### src/rtl/cdp1802_dma_responder_pkg.sv
// Shared studio definitions: bus state codes, machine-cycle timing and responder states.
package cdp1802_dma_responder_pkg;

  localparam int TICKS_PER_CYCLE_DEFAULT = 8;
  localparam int DMA_CAPTURE_TICK        = 5;

  localparam logic [1:0] SC_FETCH     = 2'b00;
  localparam logic [1:0] SC_EXECUTE   = 2'b01;
  localparam logic [1:0] SC_DMA       = 2'b10;
  localparam logic [1:0] SC_INTERRUPT = 2'b11;

  typedef enum logic [1:0] {
    ST_CPU  = 2'd0,
    ST_DMA  = 2'd1,
    ST_INTR = 2'd2
  } state_e;

endpackage

### src/rtl/cdp1802_dma_responder_machine_cycle_timer.sv
// Tick counter for one DMA/interrupt machine cycle; idles at zero while the CPU owns the bus.
module machine_cycle_timer
  import cdp1802_dma_responder_pkg::*;
#(
  parameter int TICKS = TICKS_PER_CYCLE_DEFAULT,
  parameter int CW    = (TICKS > 1) ? $clog2(TICKS) : 1
) (
  input  logic          clk,
  input  logic          reset,
  input  logic          run_i,
  input  logic          tick_en_i,
  output logic [CW-1:0] tick_o,
  output logic          last_o,
  output logic          capture_o
);

  logic [CW-1:0] tick_q, tick_d;

  assign last_o    = (tick_q == CW'(TICKS - 1));
  assign capture_o = (tick_q == CW'(DMA_CAPTURE_TICK));
  assign tick_o    = tick_q;

  always_comb begin
    tick_d = tick_q;
    if (!run_i) begin
      tick_d = '0;
    end else if (tick_en_i) begin
      tick_d = last_o ? '0 : tick_q + CW'(1);
    end
  end

  always_ff @(posedge clk) begin
    if (reset) begin
      tick_q <= '0;
    end else begin
      tick_q <= tick_d;
    end
  end

endmodule

### src/rtl/cdp1802_dma_responder.sv
// Steals bus machine cycles from the CPU core for video DMA-out and interrupt entry.
module cdp1802_dma_responder
  import cdp1802_dma_responder_pkg::*;
#(
  parameter int          TICKS_PER_CYCLE = TICKS_PER_CYCLE_DEFAULT,
  parameter logic [15:0] R0_RESET        = 16'h0900
) (
  input  logic        clk,
  input  logic        reset,
  input  logic        clk_enable,
  input  logic        dma_out_n,
  input  logic        int_req,
  input  logic        ie,
  input  logic        cpu_boundary,
  input  logic [1:0]  cpu_sc,
  input  logic        r0_load,
  input  logic [15:0] r0_in,
  input  logic [7:0]  mem_data,
  output logic [1:0]  sc,
  output logic [15:0] mem_addr,
  output logic        mem_rd,
  output logic [7:0]  dma_data,
  output logic        dma_valid,
  output logic        cpu_hold,
  output logic        int_ack,
  output logic [15:0] r0,
  output state_e      dbg_state
);

  localparam int CW = (TICKS_PER_CYCLE > 1) ? $clog2(TICKS_PER_CYCLE) : 1;

  state_e        state_q, state_d;
  logic [15:0]   r0_q, r0_d;
  logic [7:0]    dma_data_q, dma_data_d;
  logic          dma_valid_q, dma_valid_d;
  logic          int_ack_q, int_ack_d;
  logic [CW-1:0] tick;
  logic          last_tick, capture_tick;

  machine_cycle_timer #(.TICKS(TICKS_PER_CYCLE), .CW(CW)) u_timer (
    .clk       (clk),
    .reset     (reset),
    .run_i     (state_q != ST_CPU),
    .tick_en_i (clk_enable),
    .tick_o    (tick),
    .last_o    (last_tick),
    .capture_o (capture_tick)
  );

  // Requests are sampled only at cycle boundaries so a running cycle is never cut short.
  always_comb begin
    state_d     = state_q;
    r0_d        = r0_q;
    dma_data_d  = dma_data_q;
    dma_valid_d = 1'b0;
    int_ack_d   = 1'b0;
    if (clk_enable) begin
      case (state_q)
        ST_CPU: begin
          if (r0_load) r0_d = r0_in;
          if (cpu_boundary) begin
            if (!dma_out_n) begin
              state_d = ST_DMA;
            end else if (int_req && ie) begin
              state_d   = ST_INTR;
              int_ack_d = 1'b1;
            end
          end
        end
        ST_DMA: begin
          if (capture_tick) begin
            dma_data_d  = mem_data;
            dma_valid_d = 1'b1;
          end
          if (last_tick) begin
            r0_d = r0_q + 16'd1;
            if (!dma_out_n) begin
              state_d = ST_DMA;
            end else if (int_req && ie) begin
              state_d   = ST_INTR;
              int_ack_d = 1'b1;
            end else begin
              state_d = ST_CPU;
            end
          end
        end
        ST_INTR: begin
          if (last_tick) state_d = dma_out_n ? ST_CPU : ST_DMA;
        end
        default: state_d = ST_CPU;
      endcase
    end
  end

  always_ff @(posedge clk) begin
    if (reset) begin
      state_q     <= ST_CPU;
      r0_q        <= R0_RESET;
      dma_data_q  <= 8'h00;
      dma_valid_q <= 1'b0;
      int_ack_q   <= 1'b0;
    end else begin
      state_q     <= state_d;
      r0_q        <= r0_d;
      dma_data_q  <= dma_data_d;
      dma_valid_q <= dma_valid_d;
      int_ack_q   <= int_ack_d;
    end
  end

  always_comb begin
    sc = cpu_sc;
    case (state_q)
      ST_DMA:  sc = SC_DMA;
      ST_INTR: sc = SC_INTERRUPT;
      default: sc = cpu_sc;
    endcase
  end

  assign mem_addr  = r0_q;
  assign mem_rd    = (state_q == ST_DMA) && (int'(tick) <= DMA_CAPTURE_TICK);
  assign cpu_hold  = (state_q != ST_CPU);
  assign dma_data  = dma_data_q;
  assign dma_valid = dma_valid_q;
  assign int_ack   = int_ack_q;
  assign r0        = r0_q;
  assign dbg_state = state_q;

endmodule

### config.mk
export PLATFORM = sky130hd
export DESIGN_NAME = cdp1802_dma_responder
export DESIGN_NICKNAME = d
export VERILOG_FILES = /design/src/rtl/cdp1802_dma_responder_pkg.sv /design/src/rtl/cdp1802_dma_responder_machine_cycle_timer.sv /design/src/rtl/cdp1802_dma_responder.sv
export SDC_FILE = /design/constraint.sdc
export NUM_CORES = 1
export LEC_CHECK = 0
export ABC_AREA = 1
export CAP_MARGIN = 40
export CORE_UTILIZATION = 47
export DETAILED_ROUTE_END_ITERATION = 8
export GPL_TIMING_DRIVEN = 1
export PLACE_DENSITY = 0.87
export SYNTH_ARGS = -nofsm -noshare
export SYNTH_HDL_FRONTEND = slang
export SYNTH_SLANG_ARGS = --single-unit
export TNS_END_PERCENT = 1
### constraint.sdc
create_clock -name clk -period 2.7 [get_ports clk]
set_clock_uncertainty 0.15 [all_clocks]
set_input_delay 0.54 -clock clk [delete_from_list [all_inputs] [get_ports clk]]
set_output_delay 0.54 -clock clk [all_outputs]
set_load 0.005 [all_outputs]
==> results.json <==
{
  "diodes": 0,
  "setup_viol": 0,
  "cts_tree": "done",
  "drc": 0,
  "cpMaxStageDelayCell": "clkdlybuf4s50_1",
  "cts-hold-fix-buffers": 0,
  "dp_cells": 405,
  "leakage_nw": 1.11,
  "crit_chain": "inv_1 -> ha_1 -> or2_2 -> clkdlybuf4s50_1",
  "synthDistinctLibCells": 35,
  "ys_warn_count": 0,
  "fp.dieArea_sq_mm": 0.00451,
  "htreeDepth": 2,
  "crit_fanout": 6,
  "yosysSeqAreaShare_pct": 31.1,
  "place_area_sq_mm": 0.00270,
  "netlist.area_leader.share_pct": 31.1,
  "cts_setup_buffers": 0,
  "syn_nets": 339,
  "syn_inst": 295,
  "status": "complete, no violations",
  "dieWidth_um": 67.1,
  "max_slew_margin_pct": 73.9,
  "pre_cts_slack_ns": 0.355,
  "critPathCaptureType": "output port",
  "ant_nets": 0,
  "nets": 406,
  "root_buffer": "clkbuf_8",
  "timing.final.crit_share_pct": 95.7,
  "yosysTopAreaCell": "dfxtp_1",
  "grt_overflow": 0,
  "grt_pass1_vias": 1979,
  "fin_setup_tns_ns": 0,
  "clock_latency_ns": 0.29,
  "drt-wirelength-per-cell_um": 12.3,
  "synth_edf_count": 0,
  "fmax_mhz": 387,
  "hold_ws_ns": 0.363,
  "hold_viol": 0,
  "stdcell_count": 413,
  "portBuffers": 81,
  "clk_pin_slew_ns": 0.07,
  "ir_drop_mv": 0.335,
  "ys.flop_type": "dfxtp_1",
  "hold_path.class": "register to register",
  "antenna_found_initial": 0,
  "synth-seq-cells": 31,
  "grt_max_degree": 24,
  "arrival_ns": 1.89,
  "io_pins": 82,
  "wirelength_um": 5080,
  "async_flop_share_pct": 0,
  "core-area_sq_mm": 0.00403,
  "drive_gt1_share_pct": 7.16,
  "clockBufferDepth": 2,
  "drtIter0Drc": 171,
  "slew_viol_final": 0,
  "powerDensity_mw_per_mm2": 450,
  "max_stage_delay_ns": 0.45,
  "grt_pass1_wl_um": 8420,
  "gp_congestion": 0.862,
  "ys_top_cells_by_area": "dfxtp_1 31%, nand2_1 12%, nor2_1 9.0%, buf_4 6.8%, ha_1 6.3%",
  "final_area_sq_mm": 0.00282,
  "min_period_ns": 2.58,
  "fp.dieH_um": 67.1,
  "num-fill-cells": 346,
  "via_count": 2135,
  "fin_ws_ns": 0.116,
  "crit_path_start_kind": "register",
  "critPathKind": "register to output port",
  "grt_setup_unrepaired": "false",
  "dpl.hpwl_um": 3600,
  "initial_core_util_pct": 49.5,
  "cp.required_ns": 2.01,
  "cts-resized-gates": 0,
  "drt_pass1_iterations": 4,
  "grt_usage_pct": 24.7,
  "synth_area_sq_mm": 0.00199,
  "avgSynthCellArea_sq_um": 6.76,
  "maxCapViolCount": 0,
  "total_power_mw": 1.27,
  "rows": 23,
  "clock-sinks": 31,
  "cts_made_buffers": 5,
  "tightest_slew_ns": 0.382,
  "routed_via_density": 5.17,
  "final_util_pct": 70.0,
  "area_delta_synth_final_pct": 41.4
}
-- path summary, 6_finish.rpt --
check / from / end / slack, ns / depth (start not counted)
worst max-delay path: dbg_state[0]$_SDFFE_PP0P_ / sc[1] / 0.12 / 4
worst min-delay path: dma_data[3]$_SDFFE_PP0P_ / dma_data[3]$_SDFFE_PP0P_ / 0.36 / 2
worst max register to register: dbg_state[0]$_SDFFE_PP0P_ / mem_addr[3]$_SDFFE_PP0P_ / 0.76 / 9
worst min register to register: dma_data[3]$_SDFFE_PP0P_ / dma_data[3]$_SDFFE_PP0P_ / 0.36 / 2
-- synthesized netlist by cell type, types with 3 or more instances --
| library cell | count |
|---|---|
| nand2_1 | 63 |
| nor2_1 | 48 |
| dfxtp_1 | 31 |
| o21ai_0 | 25 |
| inv_1 | 24 |
| a21oi_1 | 18 |
| buf_4 | 18 |
| nand3_1 | 17 |
| ha_1 | 10 |
| nand4_1 | 5 |
| a21oi_2 | 3 |
| a31oi_1 | 3 |
-- report_power, final --
part,switching (mW),internal [mW]
Sequential,0.0315,0.478
Combinational,0.116,0.159
Clock,0.188,0.299
Total,0.335,0.935
-- cell usage in the layout, fill, tap and decap left out, types with 3 or more instances in the layout --
| cell | netlist | layout |
|---|---|---|
| clkdlybuf4s50_1 | 0 | 81 |
| nand2_1 | 63 | 63 |
| nor2_1 | 48 | 48 |
| dfxtp_1 | 31 | 31 |
| o21ai_0 | 25 | 25 |
| inv_1 | 24 | 24 |
| a21oi_1 | 18 | 18 |
| nand3_1 | 17 | 17 |
| ha_1 | 10 | 10 |
| clkbuf_8 | 0 | 6 |
| nand4_1 | 5 | 5 |
| buf_4 | 18 | 4 |
| a31oi_1 | 3 | 3 |
| a21oi_2 | 3 | 3 |
-- layout make-up --
type / count / area [sq um] / share of cell area (%)
well taps: 50 / 62.6 / 2.22
clock inverters: 2 / 35.0 / 1.24
flip-flops and latches: 31 / 621 / 22.0
clock buffers: 6 / 82.6 / 2.93
repair buffers: 85 / 841 / 29.8
inverters: 27 / 106 / 3.77
multi-input cells: 212 / 1070 / 38.0
-- cell families (layout without fill, tap and decap cells) --
logic type               count (synthesis)  in the layout  synth area share, %
AO/OA/AOI/OAI                           59             59                 17.3
XOR/XNOR                                 1              1                0.439
adder cells (fa/ha/maj)                 10             10                 6.27
buffers and inverters                   52            120                 15.1
flip-flops                              31             31                 31.1
AND/OR/NAND/NOR                        142            142                 29.8
-- critical path: cells and delay by family, from the launching register on --
family | cells | cell delay, ns
adder cells (fa/ha/maj) | 1 | 0.32
buffers and inverters | 2 | 0.56
flip-flops | 1 | 0.43
AND/OR/NAND/NOR | 1 | 0.29
-- sequential cells by signal, summed over array words and instances (netlist names) --
signal / count
dbg_state: 2
dma_data: 8
int_ack: 1
u_timer.tick_o: 3
mem_addr: 16
dma_valid: 1
-- metal layers --
metal | part of all wire, % | global-route usage (%)
met5 | 0 | 0
met3 | 9.0 | 6.25
met2 | 46 | 40.8
met1 | 43 | 29.6
met4 | 1.7 | 12.0
(Power assumes the default switching activity.)
